File: config.mk
export PLATFORM = sky130hd
export DESIGN_NAME = adder_stream_receiver_flat
export DESIGN_NICKNAME = d
export VERILOG_FILES = /design/src/rtl/adder_stream_receiver_if.sv /design/src/rtl/adder_stream_receiver.sv /design/src/flat_wrapper.sv
export SDC_FILE = /design/constraint.sdc
export NUM_CORES = 1
export LEC_CHECK = 0
export ABC_AREA = 1
export CORE_AREA = 4 4 53 55
export CTS_BUF_LIST = sky130_fd_sc_hd__clkbuf_4 sky130_fd_sc_hd__clkbuf_8
export CTS_CLUSTER_SIZE = 16
export DETAILED_ROUTE_END_ITERATION = 16
export DIE_AREA = 0 0 57 59
export PLACE_DENSITY = 0.85
export SETUP_SLACK_MARGIN = 0.3
export SLEW_MARGIN = 20
export SYNTH_ARGS = -nofsm -noshare
export SYNTH_HDL_FRONTEND = slang
export SYNTH_SLANG_ARGS = --single-unit
File: constraint.sdc
create_clock -name CLK -period 2.1 [get_ports CLK]
set_input_delay 0.315 -clock CLK [delete_from_list [all_inputs] [get_ports CLK]]
set_output_delay 0.315 -clock CLK [all_outputs]
set_load 0.005 [all_outputs]
File: src/rtl/adder_stream_receiver_if.sv
// Stream and word handshake between the adder transmitter, this receiver and downstream.
// The slave side is the receiver; the master side drives the stream and out_ready.
interface adder_stream_receiver_if #(
  parameter int DATA_W = 8
);
  logic              start;
  logic              S;
  logic              COUT;
  logic              out_ready;
  logic              out_valid;
  logic [DATA_W-1:0] out_data;

  modport slave (
    input  start, S, COUT, out_ready,
    output out_valid, out_data
  );

  modport master (
    output start, S, COUT, out_ready,
    input  out_valid, out_data
  );
endinterface

File: src/rtl/adder_stream_receiver.sv
// Follows the transmitter's IDLE/P1/P2/P3 phase sequence, checks the serial sum/carry stream
// and packs the {COUT,S} pairs from P3 into DATA_W-bit words for a valid/ready consumer.
module adder_stream_receiver #(
  parameter int DATA_W  = 8,
  parameter int REG_LAT = 0,
  parameter int FCNT_W  = 8
) (
  input  logic                  CLK,
  input  logic                  NRST,
  input  logic                  rst,
  input  logic                  clr,
  adder_stream_receiver_if.slave bus,
  output logic                  proto_err,
  output logic                  overflow,
  output logic [FCNT_W-1:0]     frame_cnt
);

  localparam int FRAMES = DATA_W / 2;
  localparam int PCNT_W = (FRAMES > 1) ? $clog2(FRAMES) : 1;
  localparam logic [PCNT_W-1:0] PCNT_LAST = PCNT_W'(FRAMES - 1);

  typedef enum logic [1:0] {IDLE = 2'd0, P1 = 2'd1, P2 = 2'd2, P3 = 2'd3} phase_t;

  phase_t              state, state_nxt, phase_p1, samp;
  logic                abort_p0, abort_p1;
  logic                chk_en, pack, done, viol;
  logic [DATA_W-1:0]   sh, word;
  logic [PCNT_W-1:0]   pcnt;
  logic                valid_q;
  logic [DATA_W-1:0]   data_q;

  function automatic logic stream_viol(input phase_t ph, input logic s, input logic c);
    case (ph)
      IDLE:    return s | c;
      P1:      return c;
      P2:      return s;
      default: return 1'b0;
    endcase
  endfunction

  // Phase FSM, mirrors the transmitter from the shared start/rst controls
  always_ff @(posedge CLK or negedge NRST) begin
    if (!NRST) state <= IDLE;
    else       state <= state_nxt;
  end

  always_comb begin
    state_nxt = state;
    case (state)
      IDLE:    if (bus.start) state_nxt = P1;
      P1:      state_nxt = rst ? IDLE : P2;
      P2:      state_nxt = rst ? IDLE : P3;
      P3:      state_nxt = rst ? IDLE : P1;
      default: state_nxt = IDLE;
    endcase
  end

  assign abort_p0 = rst && (state != IDLE);

  // Stage p1: phase delayed to line up with a registered transmitter
  always_ff @(posedge CLK or negedge NRST) begin
    if (!NRST) begin
      phase_p1 <= IDLE;
      abort_p1 <= 1'b0;
    end else begin
      phase_p1 <= state;
      abort_p1 <= abort_p0;
    end
  end

  // With a registered transmitter the sample right after an abort still belongs to the dead run
  assign samp   = (REG_LAT != 0) ? phase_p1 : state;
  assign chk_en = !((REG_LAT != 0) && abort_p1);
  assign viol   = chk_en && stream_viol(samp, bus.S, bus.COUT);
  assign pack   = chk_en && !abort_p0 && (samp == P3);
  assign done   = pack && (pcnt == PCNT_LAST);
  assign word   = DATA_W'({sh, bus.COUT, bus.S});

  // Packing stage: first frame shifts up into the MSBs
  always_ff @(posedge CLK or negedge NRST) begin
    if (!NRST) begin
      sh        <= '0;
      pcnt      <= '0;
      frame_cnt <= '0;
    end else begin
      if (abort_p0) begin
        sh   <= '0;
        pcnt <= '0;
      end else if (pack) begin
        sh   <= word;
        pcnt <= done ? '0 : pcnt + 1'b1;
      end
      if (pack) frame_cnt <= frame_cnt + 1'b1;
    end
  end

  // Output stage and sticky status; a new set always beats clr
  always_ff @(posedge CLK or negedge NRST) begin
    if (!NRST) begin
      valid_q   <= 1'b0;
      data_q    <= '0;
      proto_err <= 1'b0;
      overflow  <= 1'b0;
    end else begin
      if (done && (!valid_q || bus.out_ready)) begin
        valid_q <= 1'b1;
        data_q  <= word;
      end else if (valid_q && bus.out_ready) begin
        valid_q <= 1'b0;
      end

      if (viol)     proto_err <= 1'b1;
      else if (clr) proto_err <= 1'b0;

      if (done && valid_q && !bus.out_ready) overflow <= 1'b1;
      else if (clr)                          overflow <= 1'b0;
    end
  end

  assign bus.out_valid = valid_q;
  assign bus.out_data  = data_q;

endmodule

File: src/flat_wrapper.sv
// flat-port wrapper written by rule: the top's interface ports become plain ports
module adder_stream_receiver_flat 
#(
  parameter int DATA_W  = 8,
  parameter int REG_LAT = 0,
  parameter int FCNT_W  = 8
)
  (CLK, NRST, rst, clr, proto_err, overflow, frame_cnt, bus_start, bus_S, bus_COUT, bus_out_ready, bus_out_valid, bus_out_data);
  adder_stream_receiver_if #(.DATA_W(DATA_W)) bus_i ();
  input  logic CLK;
  input  logic NRST;
  input  logic rst;
  input  logic clr;
  output logic proto_err;
  output logic overflow;
  output logic [FCNT_W-1:0] frame_cnt;
  input wire logic [$bits(bus_i.start)-1:0] bus_start;
  input wire logic [$bits(bus_i.S)-1:0] bus_S;
  input wire logic [$bits(bus_i.COUT)-1:0] bus_COUT;
  input wire logic [$bits(bus_i.out_ready)-1:0] bus_out_ready;
  output wire logic [$bits(bus_i.out_valid)-1:0] bus_out_valid;
  output wire logic [$bits(bus_i.out_data)-1:0] bus_out_data;
  assign bus_i.start = bus_start;
  assign bus_i.S = bus_S;
  assign bus_i.COUT = bus_COUT;
  assign bus_i.out_ready = bus_out_ready;
  assign bus_out_valid = bus_i.out_valid;
  assign bus_out_data = bus_i.out_data;
  adder_stream_receiver #(.DATA_W(DATA_W), .REG_LAT(REG_LAT), .FCNT_W(FCNT_W)) u_core (.CLK(CLK), .NRST(NRST), .rst(rst), .clr(clr), .bus(bus_i), .proto_err(proto_err), .overflow(overflow), .frame_cnt(frame_cnt));
endmodule
==> results.txt <==
EDFF count, synth: 0
Root Driver: clkbuf_4
wire length on met3: 123 microns
ant diodes: 0
Die H: 59 microns
Final Hold Viols: 0
CTS H-tree depth: 2
vias: 1,002
CTS Hold Buffers Added: 0
Gate Count Post-Synth: 136
max-cap violations: 0
worst skew pair latency: 0.32 ns
pwr dens: 777 mW/mm^2
Routed met2 length: 1.30 mm
Crit path largest cell delay: 0.53 ns
average size of a mapped cell: 9.42 sq um
syn_nets: 146
Remaining DRCs: 0
std cell rows: 18
Netlist cell types: 24
Avg WL per Cell: 12.4 microns
worst-case clock buffer depth: 2
Critical Path End: frame_cnt[0]
Worst-Margin Slew: 0.359 ns
number of global-route vias before repair: 979
cell area after layout: 0.00164 sq mm
Seq cells post-synth: 29
CP Class: reg -> out
drt pass-1 iters: 4
Yosys warnings: 0
dpl hpwl: 1.87 mm
skew final: 0.00482 ns
Worst R2R Start: u_core.samp[0]$_DFFE_PN0P_
maximum fanout along the worst path: 5
count leader, synth: nand2_1
PostCTS Resize Cnt: 0
total number of clock tree sinks: 29
Finished Core Util: 68.7%
Place WS: 0.320 ns
layout cells sized above 1: 14.2%
Synth area leader: dfrtp_1
I/O Buffers: 26
Max Used Layer: met4
Synth Cell Area: 0.00128 sq mm
die area: 0.00336 sq mm
Core ar.: 0.00239 sq mm
f_max: 0.624 GHz
Leak: 0.000797 uW
area share of the largest cell type after synthesis: 56.6%
Ports: 27
setup ws final: 0.498 ns
Cell Area, Placed: 0.00157 sq mm
critical path depth: 1
# nets final: 178
Top FF cell, synth: dfrtp_1
Worst setup SP type: flip-flop
Reg clk slew, reported paths: 0.09 ns
most frequent cells after synthesis: nand2_1 (34), dfrtp_1 (29), inv_1 (26)
status: finished, final reports clean
data required time of the critical path: 1.78 ns
CP delay by family, top: buffers and inverters
Max Slew Vio Count: 0
CTS Buf Count: 5
mean number of vias per cell: 5.04
crit path cell chain: clkdlybuf4s50_1
Final min period: 1.60 ns
Starting Density: 53.7%
sequential fraction of the synthesis area: 56.6%
postcts setup bufs: 0
Period Utilization, post-route: 76.3%
number of antenna violations at the first check in global routing: 0
CTS tree: built
RR Endpoint: u_core.bus.out_data[0]$_DFFE_PN0P_
Critical Path AT: 1.29 ns
final setup vio count: 0
largest net degree at the start of global routing: 30
Final ANT Viol Nets: 0
Slowest cell on crit path: clkdlybuf4s50_1
FF-to-FF setup slack: 0.73 ns
Setup crit start: u_core.frame_cnt[0]$_DFFE_PN0P_
Crit. End Element: output port
total grt overflow: 0
asr flop ratio synth: 100%
unrepaired setup endpoints after global routing: false
DRT Wirelength: 2.46 mm
Fin Setup TNS: 0 ns
global-route wire length before repair: 4.20 mm
All-Layer GR Usage: 16.4%
area delta synth->final: 28.0%
Hold Path Class: in -> async
Placer Congestion: 0.716
FF-to-FF path depth: 5
WL met1: 987 microns
die width: 57 microns
drt first-iter violations: 15
relative slew slack: 76.1%
Synth area leaders: dfrtp_1 (57%), nand2_1 (10%), inv_1 (7.6%)
WP buf/inv: 1
VDD IR max: 0.000468 V
[final cells by class]
class | count | area, sq um
Clock buffer | 7 | 65.1
Multi-Input combinational cell | 78 | 438
Tap cell | 30 | 37.5
Timing Repair Buffer | 27 | 268
Fill cell | 200 | 747
Sequential cell | 29 | 726
Clock inverter | 1 | 5.00
Inverter | 27 | 101
[per-layer routing]
metal | global-route usage [%] | vias to the layer above
li1 | - | 490
met1 | 18.4 | 485
met2 | 29.0 | 21
met3 | 4.36 | 6
met4 | 7.95 | 0
met5 | 0 | -
[stage by stage]
step / total power [uW] / std cells / hold slack, ns
5_1_grt: 1350 / 199 / 0.404
6_report: 1270 / 199 / 0.372
3_3_place_gp: 888 / 191 / 0.466
2_1_floorplan: 782 / 136 / 0.0194
3_5_place_dp: 911 / 191 / 0.469
4_1_cts: 1290 / 199 / 0.373
[cells by family (layout without fill, tap and decap cells)]
| group | count (synthesis) | after routing | synth area share (%) |
|---|---|---|---|
| compound gates | 21 | 21 | 11.7 |
| simple gates | 52 | 52 | 18.5 |
| xor+xnor | 3 | 3 | 2.05 |
| buf+inv | 29 | 62 | 9.18 |
| fa+ha+maj | 2 | 2 | 1.95 |
| flops | 29 | 29 | 56.6 |
[registers in the layout, indices dropped and copies added, names as in the netlist]
signal                cells
u_core.frame_cnt          8
u_core.bus.out_data       8
u_core.overflow           1
u_core.sh                 6
u_core.proto_err          1
u_core.samp               2
u_core.bus.out_valid      1
u_core.pcnt               2
[layout by cell type (no fill, tap or decap)]
cell type and instances:
ha_1 2, buf_4 1, nor2_2 1, nand2_4 1, xor2_1 2, o21ai_0 3, xnor2_1 1, o21ai_2 8
a21oi_1 1, clkinv_2 1, o31ai_1 1, dfrtp_1 29, inv_2 1, o221ai_1 1, nand4_1 1, nor2_1 4
nand3_2 1, inv_1 26, clkbuf_4 5, nand2_2 2, nand2_1 34, clkbuf_8 2, nand3_1 6, and2_1 1
o22ai_1 7, nor2_4 1, clkdlybuf4s50_1 26
[worst min path at each step]
stage / start / endpoint / slack, ns / cells past startpoint
floorplan: NRST / u_core.bus.out_data[0]$_DFFE_PN0P_ / 0.02 / 0
global placement: u_core.bus.out_data[2]$_DFFE_PN0P_ / u_core.bus.out_data[2]$_DFFE_PN0P_ / 0.47 / 2
detailed placement: u_core.bus.out_data[2]$_DFFE_PN0P_ / u_core.bus.out_data[2]$_DFFE_PN0P_ / 0.47 / 2
CTS: NRST / u_core.bus.out_data[3]$_DFFE_PN0P_ / 0.37 / 2
global route: NRST / u_core.sh[2]$_DFFE_PN0P_ / 0.40 / 2
finish: NRST / u_core.bus.out_data[3]$_DFFE_PN0P_ / 0.37 / 2
[where the power goes]
group	leakage (uW)	switching (uW)	internal, uW
Clock	0.0000413	185	194
Sequential	0.000384	55.2	612
Combinational	0.000372	114	114
(Power assumes the default switching activity.)
